<file path="src/rtl/core_clock_sequencer.sv">
// Clock-enable and reset sequencer: divides the fast clock into a one-cycle core_ce
// strobe, stretches reset over RST_HOLD strobes, counts retired core cycles.
// Optional halt/single-step control is built when CORE_SEQ_STEP_MODE_EN is defined.
module core_clock_sequencer #(
  parameter int DIV_RATIO = 25,
  parameter int RST_HOLD  = 4,
  parameter int CNT_W     = 32
) (
  input  logic             clock,
  input  logic             reset,
  input  logic             halt,
  input  logic             step,
  output logic             core_ce,
  output logic             core_reset,
  output logic [CNT_W-1:0] cycle_count,
  output logic [1:0]       state
);

  localparam int DIV_W  = (DIV_RATIO > 2) ? $clog2(DIV_RATIO) : 1;
  localparam int HOLD_W = (RST_HOLD > 1) ? $clog2(RST_HOLD) : 1;

  typedef enum logic [1:0] {
    ST_HOLD   = 2'd0,
    ST_RUN    = 2'd1,
    ST_HALTED = 2'd2
  } state_t;

  state_t             r_state, w_state_next;
  logic [DIV_W-1:0]   r_div_cnt;
  logic [HOLD_W-1:0]  r_hold_cnt, w_hold_cnt_next;
  logic               r_core_ce, w_core_ce_next;
  logic               r_core_reset, w_core_reset_next;
  logic [CNT_W-1:0]   r_cycle_count;
  logic               w_tick;

  assign w_tick = (r_div_cnt == DIV_W'(DIV_RATIO - 1));

`ifdef CORE_SEQ_STEP_MODE_EN
  logic r_step_d;
  logic r_step_pending, w_step_pending_next;
  logic w_step_rise;

  assign w_step_rise = step & ~r_step_d;
`else
  logic w_unused_inputs;
  assign w_unused_inputs = halt ^ step;
`endif

  always_comb begin
    w_state_next      = r_state;
    w_hold_cnt_next   = r_hold_cnt;
    w_core_reset_next = r_core_reset;
    w_core_ce_next    = 1'b0;
`ifdef CORE_SEQ_STEP_MODE_EN
    w_step_pending_next = r_step_pending;
`endif
    case (r_state)
      ST_HOLD: begin
        w_core_ce_next = w_tick;
        // The hold pulse is complete on the edge after it was issued.
        if (r_core_ce) begin
          if (r_hold_cnt == HOLD_W'(RST_HOLD - 1)) begin
            w_core_reset_next = 1'b0;
            w_state_next      = ST_RUN;
          end else begin
            w_hold_cnt_next = r_hold_cnt + HOLD_W'(1);
          end
        end
      end
      ST_RUN: begin
`ifdef CORE_SEQ_STEP_MODE_EN
        w_core_ce_next = w_tick & ~halt;
        if (halt) begin
          w_state_next = ST_HALTED;
        end
`else
        w_core_ce_next = w_tick;
`endif
      end
`ifdef CORE_SEQ_STEP_MODE_EN
      ST_HALTED: begin
        w_core_ce_next = w_tick & r_step_pending;
        // Releasing halt wins over a coincident step edge.
        if (!halt) begin
          w_state_next        = ST_RUN;
          w_step_pending_next = 1'b0;
        end else if (r_step_pending) begin
          if (w_tick) begin
            w_step_pending_next = 1'b0;
          end
        end else if (w_step_rise) begin
          w_step_pending_next = 1'b1;
        end
      end
`endif
      default: begin
        w_state_next = ST_HOLD;
      end
    endcase
  end

  always_ff @(posedge clock or posedge reset) begin
    if (reset) begin
      r_state       <= ST_HOLD;
      r_div_cnt     <= '0;
      r_hold_cnt    <= '0;
      r_core_ce     <= 1'b0;
      r_core_reset  <= 1'b1;
      r_cycle_count <= '0;
    end else begin
      r_state      <= w_state_next;
      r_div_cnt    <= w_tick ? '0 : r_div_cnt + DIV_W'(1);
      r_hold_cnt   <= w_hold_cnt_next;
      r_core_ce    <= w_core_ce_next;
      r_core_reset <= w_core_reset_next;
      if (r_core_ce && (r_state != ST_HOLD)) begin
        r_cycle_count <= r_cycle_count + CNT_W'(1);
      end
    end
  end

`ifdef CORE_SEQ_STEP_MODE_EN
  always_ff @(posedge clock or posedge reset) begin
    if (reset) begin
      r_step_d       <= 1'b0;
      r_step_pending <= 1'b0;
    end else begin
      r_step_d       <= step;
      r_step_pending <= w_step_pending_next;
    end
  end
`endif

  assign core_ce     = r_core_ce;
  assign core_reset  = r_core_reset;
  assign cycle_count = r_cycle_count;
  assign state       = r_state;

endmodule

</file>
<file path="config.mk">
export PLATFORM = sky130hd
export DESIGN_NAME = core_clock_sequencer
export DESIGN_NICKNAME = d
export VERILOG_FILES = /design/src/rtl/core_clock_sequencer.sv
export SDC_FILE = /design/constraint.sdc
export NUM_CORES = 1
export LEC_CHECK = 0
export ABC_AREA = 1
export BUFFER_PORTS_ARGS = -buffer_cell sky130_fd_sc_hd__buf_2
export CAP_MARGIN = 10
export CORE_UTILIZATION = 30
export CTS_CLUSTER_SIZE = 20
export DETAILED_ROUTE_END_ITERATION = 10
export MAX_ROUTING_LAYER = met4
export PLACE_DENSITY = 0.54
export SLEW_MARGIN = 20
export SYNTH_ARGS = -nofsm -noshare
export SYNTH_HDL_FRONTEND = slang
export SYNTH_SLANG_ARGS = --single-unit
export TNS_END_PERCENT = 1
</file>
<file path="constraint.sdc">
create_clock -name clock -period 1.55 [get_ports clock]
set_input_delay 0.465 -clock clock [delete_from_list [all_inputs] [get_ports clock]]
set_output_delay 0.465 -clock clock [all_outputs]
set_load 0.03 [all_outputs]
</file>
## Yosys cells after proc, flatten, opt, wreduce, memory -nomap -nowiden

Index checks and enable logic that the tools add are counted.

| cells by class | value |
|---|---|
| add/subtract/negate cells | 3 |
| eq/ne operators | 5 |
| muxes and demuxes | 5 |
| bitwise gates (word level) | 2 |
| reduce and logical (&&, ||, !) cells | 7 |

Operator list:

| operator | number |
|---|---|
| $add 32x1->32 const B | 1 |
| $reduce_and 3->1 | 3 |
| $add 5x1->5 const B | 1 |
| $eq 5x5->1 const B | 1 |
| $mux 5 | 1 |
| $mux 2 | 2 |
| $ne 2x2->1 const B | 2 |
| $pmux 2 s2 | 1 |
| $add 2x1->2 const B | 1 |
| $eq 2x1->1 const B | 1 |
| $eq 2x2->1 const B | 1 |
| $logic_not 2->1 | 1 |
| $not 1->1 | 2 |
| $reduce_bool 2->1 | 1 |
| $reduce_or 2->1 | 1 |
| $logic_and 1x1->1 | 1 |
| $mux 1 | 1 |

| storage, ports and cells | value |
|---|---|
| bits in registers | 43 |
| bits of input ports | 4 |
| word-level logic and storage cells | 28 |

## Logic depth before layout (Yosys ltp)

Gate-level depths: netlist (run 1).

| logic depth | value |
|---|---|
| depth in word-level cells | 4 |
| depth in mapped cells | 9 |
| depth with buffers taken out | 9 |

## Worst setup path before layout (run 1)

OpenSTA, ideal clock, no wires.

| path | value |
|---|---|
| path type | reg-to-reg |
| start point | reg r_cycle_count[1] (netlist: cycle_count[1]) |
| end point | reg r_cycle_count[30] (netlist: cycle_count[30]) |
| data arrival time | 1.453 ns |
| required time | 1.432 ns |
| path slack | -0.021 ns |
| stages on the path, launching flop included | 9 |
| clock period less this slack | 1.571 ns |
| cells stage by stage | dfrtp_1 ha_1 nand3_2 nor2_4 nand3_2 nor2_1 nand3_1 nand2_1 nand2_1 |

| on the way | value |
|---|---|
| cells in the longest elaborated chain, start to end | 1 |

RTL lines:

| element | RTL line | source |
|---|---|---|
| start: declaration | 33 | `logic [CNT_W-1:0] r_cycle_count;` |
| start signal: assignment | 117 | `r_cycle_count <= r_cycle_count + CNT_W'(1);` |
| $add 32x1->32 | 117 |  |

No other way between the ends.
A chain may end at the register's enable or synchronous reset.

## Worst setup path after layout (run 1)

| path | value |
|---|---|
| start point | reg r_cycle_count[1] (netlist: cycle_count[1]) |
| end point | out cycle_count[1] |

RTL lines:

| element | RTL line | source |
|---|---|---|
| end: declaration | 15 | `output logic [CNT_W-1:0] cycle_count,` |

No word-level cell between the ends.

==> flow_summary.json, run 1 <==
{
  "die_area_um2": 7837,
  "max-vdd-ir-drop_uv": 263.0,
  "synthesis.instances": 261,
  "global_route.overflow_total": 0,
  "outcome": "finished clean",
  "worstSetupPathType": "flop to primary output",
  "yosys_warnings": 0,
  "report.final.setup_viol": 0,
  "yosys_register_bits": 42,
  "die_height_um": 88.53,
  "syn_area_per_cell_um2": 8.605,
  "cp-start-kind": "flop",
  "drc": 0,
  "via_count": 1792,
  "maxCapViolCount": 0,
  "die_x_um": 88.53,
  "gpl.final_weighted_congestion": 0.8084,
  "fin_total_pwr_uw": 1866,
  "final_min_period_over_clock_period": 0.9814,
  "ioPinCount": 40,
  "r2r-end": "cycle_count[12]",
  "syn_nets": 269,
  "vias_per_cell": 4.339,
  "worst_stage_delay_on_the_critical_path_ps": 440,
  "place_worst_setup_slack_ps": 50.53,
  "maxClockFrequency_ghz": 0.6574,
  "floorplan.initialDensity": 0.3096,
  "worstRegToRegCells": 7,
  "antenna-diode-count": 0,
  "numPortBuffers": 36,
  "power_leakage_uw": 0.001416,
  "cts_sink_cnt": 42,
  "setup-tns-final_ps": 0,
  "detail_route.wl_per_cell_um": 11.49,
  "global_route_wire_length_before_repair_um": 7900,
  "grt_start_max_net_pins": 43,
  "final_layout_size_suffix_gt1_frac": 0.2866,
  "final-instance-count-excl-fill": 413,
  "post-dp-hpwl_um": 3586,
  "clock_slew_at_reported_path_ffs_ps": 80,
  "crit_path_top_delay_cell": "sky130_fd_sc_hd__dfrtp_2",
  "power.density_cell_area_nw_per_um2": 675.0,
  "clock_tree.buffer_depth": 2,
  "grt_util_all_layers": 0.1371,
  "worstSkewPairLatency_ps": 300,
  "worst_setup_slack_final_ps": 28.85,
  "finalCriticalPeriod_ps": 1521,
  "layout.nets": 321,
  "worst_ep_arrival_time_ps": 1060,
  "ys_types": 29,
  "tritoncts": "yes",
  "end_kind": "primary output",
  "worst_ep_required_time_ps": 1080,
  "ant_nets": 0,
  "timing.reg2reg.setup_slack_ps": 110,
  "number_of_clock_buffers_inserted_by_tritoncts": 5,
  "first_iter_violations": 78,
  "fillers": 751,
  "core_outline_area_um2": 7253,
  "placed_cells_incl_taps": 401,
  "clock_tree_root": "sky130_fd_sc_hd__clkbuf_8",
  "worst_clock_skew_ps": 6.281,
  "min_path_type": "input pin to async pin",
  "number_of_antenna_violations_at_the_first_check_in_global_routing": 0,
  "placementRows": 31,
  "critical_path.reg2reg.startpoint": "cycle_count[0]",
  "first_global_vias": 1697,
  "crit_fanout": 4,
  "timing.critical_path.cells": "buf_4 > buf_2",
  "rsz_0062_raised_after_global_routing": "no",
  "timing_max_transition_violations_final": 0,
  "drt_wl_total_um": 4746,
  "area_growth_pct": 23.12,
  "worst_hold_slack_ps": 215.0,
  "finalHoldViolations": 0,
  "synthesis.area_um2": 2246,
  "cts-htree-levels": 2,
  "detailedRoute.firstPassIterationCount": 4,
  "ys_seq_area_frac": 0.4685
}
## layer usage
layer  GRT usage  up-vias  part of all wire
met5           -        -                 0
met4     0.05425        0             0.021
met3     0.03451        8             0.034
met2      0.2098       24              0.46
met1      0.1734      846              0.48
li1            -      914                 -
## cells by family (layout without fill, tap and decap cells)
group                    after synthesis  after routing  share of synthesized area
AND/OR/NAND/NOR                      148            148                     0.3348
flip-flops                            42             42                     0.4685
buffers and inverters                 38             91                    0.06852
XOR/XNOR                              22             22                    0.08580
AO/OA/AOI/OAI                          5              5                    0.01337
adder cells (fa/ha/maj)                4              4                    0.02229
other                                  1              1                   0.001670
multiplexers                           1              1                   0.005014
## synthesized netlist by cell type
library cell / n / area (um2)
sky130_fd_sc_hd__nand2_1: 65 / 244.0
sky130_fd_sc_hd__dfrtp_1: 41 / 1026
sky130_fd_sc_hd__inv_1: 35 / 131.4
sky130_fd_sc_hd__nor2_1: 27 / 101.4
sky130_fd_sc_hd__nand3_1: 17 / 85.08
sky130_fd_sc_hd__xor2_1: 14 / 122.6
sky130_fd_sc_hd__nand4_1: 8 / 50.05
sky130_fd_sc_hd__xnor2_1: 8 / 70.07
sky130_fd_sc_hd__nor2_4: 6 / 67.56
sky130_fd_sc_hd__nor3_1: 6 / 30.03
sky130_fd_sc_hd__nand3_2: 5 / 50.05
sky130_fd_sc_hd__ha_1: 4 / 50.05
sky130_fd_sc_hd__nor2_2: 4 / 25.02
sky130_fd_sc_hd__nand2_2: 3 / 18.77
sky130_fd_sc_hd__nand3b_1: 2 / 15.01
sky130_fd_sc_hd__o21ai_0: 2 / 10.01
sky130_fd_sc_hd__o21bai_1: 2 / 15.01
sky130_fd_sc_hd__a21oi_1: 1 / 5.000
sky130_fd_sc_hd__buf_4: 1 / 7.510
sky130_fd_sc_hd__buf_6: 1 / 11.26
sky130_fd_sc_hd__conb_1: 1 / 3.750
sky130_fd_sc_hd__dfstp_2: 1 / 26.28
sky130_fd_sc_hd__inv_2: 1 / 3.750
sky130_fd_sc_hd__mux2_2: 1 / 11.26
sky130_fd_sc_hd__nand2_4: 1 / 11.26
sky130_fd_sc_hd__nand4_4: 1 / 21.27
sky130_fd_sc_hd__nor3_2: 1 / 10.01
sky130_fd_sc_hd__nor3_4: 1 / 16.27
sky130_fd_sc_hd__nor4_1: 1 / 6.260
## critical path, delay by kind of cell, from the launching register on
family	cells	cell delay, ps
flops	1	440
buf+inv	2	320
## area by class of cell
type	instances	area, um2	share of cell area
Clock inverter	1	5.005	0.001810
Sequential cell	42	1057	0.3824
Timing Repair Buffer	47	275.3	0.09955
Tap cell	99	123.9	0.04480
Clock buffer	7	86.33	0.03122
Inverter	36	135.1	0.04887
Multi-Input combinational cell	181	1082	0.3914
## registers in the layout (all words and copies together) (netlist names)
name	count
core_reset	1
cycle_count	32
r_hold_cnt	2
r_div_cnt	5
core_ce	1
state	1
## metrics by stage
stage                     utilization  instance area [um2]
final                          0.3812                 2765
after global routing           0.3812                 2765
after CTS                      0.3707                 2689
after detailed placement       0.3581                 2597
after global placement         0.3581                 2597
after floorplan                     -                 2247
## worst max path at each step
stage                         startpoint  cells past startpoint  slack [ps]         endpoint
after CTS                 cycle_count[0]                      8          20  cycle_count[30]
after floorplan           cycle_count[0]                      8           3  cycle_count[30]
final                     cycle_count[1]                      2          30   cycle_count[1]
after detailed placement  cycle_count[0]                      8          50  cycle_count[30]
after global routing      cycle_count[1]                      8         0.8  cycle_count[23]
after global placement    cycle_count[0]                      8          40  cycle_count[30]
## placed cells by master, fill, tap and decap left out, types with 8 or more instances in the layout
master                    synthesis  final
sky130_fd_sc_hd__nand3_1         17     17
sky130_fd_sc_hd__buf_2            0     36
sky130_fd_sc_hd__xnor2_1          8      8
sky130_fd_sc_hd__dfrtp_1         41     37
sky130_fd_sc_hd__inv_1           35     35
sky130_fd_sc_hd__nor2_1          27     23
sky130_fd_sc_hd__nand4_1          8      8
sky130_fd_sc_hd__nand2_1         65     64
sky130_fd_sc_hd__buf_4            1     10
sky130_fd_sc_hd__xor2_1          14     14
## where the power goes
part	internal, uW	switching, uW
Combinational	6.34	25.6
Clock	360	380
Sequential	1090	0
## repair_timing
action	CTS	global route
endpoints found under the setup margin	0	9
gates resized for setup	0	13
hold buffers	0	0
setup buffers	0	4
No activity file was read; power rests on OpenSTA's default activity.
==> inputs of run 2 (changes only) <==
--- a/config.mk
+++ b/config.mk
@@ -5,14 +5,13 @@
 export SDC_FILE = /design/constraint.sdc
 export NUM_CORES = 1
 export LEC_CHECK = 0
-export ABC_AREA = 1
 export BUFFER_PORTS_ARGS = -buffer_cell sky130_fd_sc_hd__buf_2
 export CAP_MARGIN = 10
 export CORE_UTILIZATION = 30
 export CTS_CLUSTER_SIZE = 20
 export DETAILED_ROUTE_END_ITERATION = 10
 export MAX_ROUTING_LAYER = met4
-export PLACE_DENSITY = 0.54
+export PLACE_DENSITY = 0.55
 export SLEW_MARGIN = 20
 export SYNTH_ARGS = -nofsm -noshare
 export SYNTH_HDL_FRONTEND = slang
==> flow_summary.json, run 2 <==
{
  "die_area_um2": 6786,
  "final_common_cell": "sky130_fd_sc_hd__buf_2",
  "final_min_period_over_clock_period": 0.9800,
  "grt_start_max_net_pins": 43,
  "most-common-layout-cells": "36 x sky130_fd_sc_hd__buf_2, 25 x sky130_fd_sc_hd__dfrtp_1, 23 x sky130_fd_sc_hd__xnor2_1",
  "global_route.overflow_total": 0,
  "drt_wl_total_um": 3625,
  "timing.critical_path.buf_inv": 2,
  "number_of_clock_buffers_inserted_by_tritoncts": 5,
  "cp-start-kind": "flop",
  "worst_ep_arrival_time_ps": 1050,
  "clock_tree.buffer_depth": 2,
  "ys_dominant_reg_cell": "sky130_fd_sc_hd__dfrtp_1",
  "post_cts_setup_buffers": 0,
  "clock_slew_at_reported_path_ffs_ps": 90,
  "numPortBuffers": 36,
  "clockPowerShare": 0.385,
  "first_global_vias": 1282,
  "worstSetupPathType": "flop to primary output",
  "ioPinCount": 40,
  "syn_area_per_cell_um2": 11.82,
  "synth_edf_count": 0,
  "cts-htree-levels": 2,
  "synth_top_cell_area_share": 0.5294,
  "detailedRoute.firstPassIterationCount": 4,
  "via_count": 1366,
  "internal_dissipation_uw": 1419,
  "maxCapViolCount": 0,
  "detail_route.wl_per_cell_um": 12.46,
  "fillers": 613,
  "number_of_antenna_violations_at_the_first_check_in_global_routing": 0,
  "comb_power_share": 0.017,
  "critical_path.reg2reg.startpoint": "cycle_count[10]",
  "post-dp-hpwl_um": 2550,
  "resized_gates_after_cts": 0,
  "die_x_um": 82.38,
  "worstSkewPairLatency_ps": 290,
  "worst_hold_slack_ps": 205.0,
  "multiInputGateArea_um2": 840.8,
  "power_frac_seq": 0.598,
  "finalHoldViolations": 0,
  "antenna-diode-count": 0,
  "switching_share": 0.2244,
  "ys_seq_area_frac": 0.5429,
  "drc": 0,
  "synthTopCellsByArea": "sky130_fd_sc_hd__dfrtp_1 53%, sky130_fd_sc_hd__xnor2_1 10%, sky130_fd_sc_hd__xor2_1 5.0%",
  "worst_stage_delay_on_the_critical_path_ps": 440,
  "die_height_um": 82.38,
  "gpl.final_weighted_congestion": 0.7392,
  "global_route_wire_length_before_repair_um": 6127,
  "end_kind": "primary output",
  "worst_path_dominant_cell_family": "flip-flops",
  "synthesis.area_um2": 1938,
  "postCtsHoldBufs": 0,
  "worst_ep_required_time_ps": 1080,
  "ff_latch_area_um2": 1072,
  "final_core_area_utilization": 0.3957,
  "power_leakage_uw": 0.001215,
  "async_flop_share": 1.000,
  "largest_reg_flops": 32,
  "r2r-end": "cycle_count[25]",
  "layout.nets": 223,
  "synthesis.instances": 164,
  "vias_per_cell": 4.694,
  "maxClockFrequency_ghz": 0.6583,
  "switchingPower_uw": 410.7,
  "most_area_hungry_cell_type_in_the_yosys_netlist": "sky130_fd_sc_hd__dfrtp_1",
  "max-vdd-ir-drop_uv": 456.0,
  "placementRows": 28,
  "crit_path_top_delay_cell": "sky130_fd_sc_hd__dfrtp_2",
  "layout_cell_area_excl_fill_um2": 2399,
  "report.final.setup_viol": 0,
  "tritoncts": "yes",
  "worstRegToRegCells": 5,
  "power.density_cell_area_nw_per_um2": 762.8,
  "cts_sink_cnt": 42,
  "area_growth_pct": 23.76,
  "rsz_0062_raised_after_global_routing": "yes",
  "timing_max_transition_violations_final": 0,
  "yosys_warnings": 0,
  "outcome": "finished clean",
  "syn_nets": 172,
  "yosys_register_bits": 42,
  "placed_cells_incl_taps": 283,
  "grt_util_all_layers": 0.1249,
  "worst_clock_skew_ps": 8.774,
  "finalCriticalPeriod_ps": 1519,
  "clock_tree_root": "sky130_fd_sc_hd__clkbuf_8",
  "final_layout_size_suffix_gt1_frac": 0.3935,
  "crit_fanout": 5,
  "min_path_type": "input pin to async pin",
  "final-instance-count-excl-fill": 291,
  "timing.reg2reg.setup_slack_ps": 120,
  "floorplan.initialDensity": 0.3198,
  "core_outline_area_um2": 6061,
  "timing.critical_path.cells": "buf_4 > buf_2",
  "post-synth-top-count-cell": "sky130_fd_sc_hd__dfrtp_1",
  "first_iter_violations": 44,
  "ys_types": 31,
  "ant_nets": 0,
  "synth_common_cells": "41 x sky130_fd_sc_hd__dfrtp_1, 23 x sky130_fd_sc_hd__xnor2_1, 14 x sky130_fd_sc_hd__nand2_1",
  "placed_cell_area_um2": 2310
}
[run 2: power by group through the flow]
stage | Clock [uW] | Combinational [uW] | Sequential (uW)
6_report | 704 | 31.4 | 1090
4_1_cts | 736 | 34.5 | 1090
5_1_grt | 778 | 37.8 | 1090
3_3_place_gp | 0 | 34.5 | 1120
2_1_floorplan | 0 | 21.1 | 1120
3_5_place_dp | 0 | 34.3 | 1120
[run 2: layer usage]
metal  vias up  part of all wire  track usage
li1        659                 -            -
met5         -                 0            -
met1       666              0.49       0.1632
met2        37              0.44       0.1826
met4         0             0.013      0.05263
met3         4             0.060      0.03187
[run 2: logic make-up after synthesis]
| family | Yosys count | share of synthesized area |
|---|---|---|
| AO/OA/AOI/OAI | 4 | 0.01291 |
| XOR/XNOR | 34 | 0.1536 |
| adder cells (fa/ha/maj) | 4 | 0.02582 |
| buffers and inverters | 11 | 0.02453 |
| flip-flops | 42 | 0.5429 |
| multiplexers | 2 | 0.01162 |
| other | 1 | 0.001935 |
| AND/OR/NAND/NOR | 66 | 0.2266 |
[run 2: worst max path at each step]
| stage | start | to | slack, ps | cells after the start |
|---|---|---|---|---|
| 2_1_floorplan | cycle_count[7] | cycle_count[25] | 10 | 5 |
| 3_5_place_dp | cycle_count[5] | cycle_count[24] | 70 | 4 |
| 4_1_cts | cycle_count[9] | cycle_count[9] | 20 | 2 |
| 3_3_place_gp | cycle_count[5] | cycle_count[12] | 90 | 4 |
| 5_1_grt | cycle_count[9] | cycle_count[9] | -10 | 2 |
| 6_report | cycle_count[9] | cycle_count[9] | 30 | 2 |
[run 2: through the flow]
stage	total power (uW)	setup TNS (ps)	setup slack [ps]
6_report	1830	0	30.93
5_1_grt	1911	-17.44	-14.15
4_1_cts	1865	0	16.56
3_5_place_dp	1151	0	65.56
3_3_place_gp	1151	0	88.80
2_1_floorplan	1137	0	11.22
[run 2: layout make-up]
type / count / share of cell area
Clock buffer: 6 / 0.03026
Clock inverter: 2 / 0.005738
Inverter: 8 / 0.01252
Multi-Input combinational cell: 111 / 0.3505
Sequential cell: 42 / 0.4471
Tap cell: 75 / 0.03912
Timing Repair Buffer: 47 / 0.1148
[run 2: worst register-to-register path: stages, from the launching register on]
cell and delay, ps:
sky130_fd_sc_hd__dfrtp_2 430, sky130_fd_sc_hd__nand4_2 140, sky130_fd_sc_hd__nor4_4 270, sky130_fd_sc_hd__buf_4 200
sky130_fd_sc_hd__nand4_1 130, sky130_fd_sc_hd__xnor2_1 150
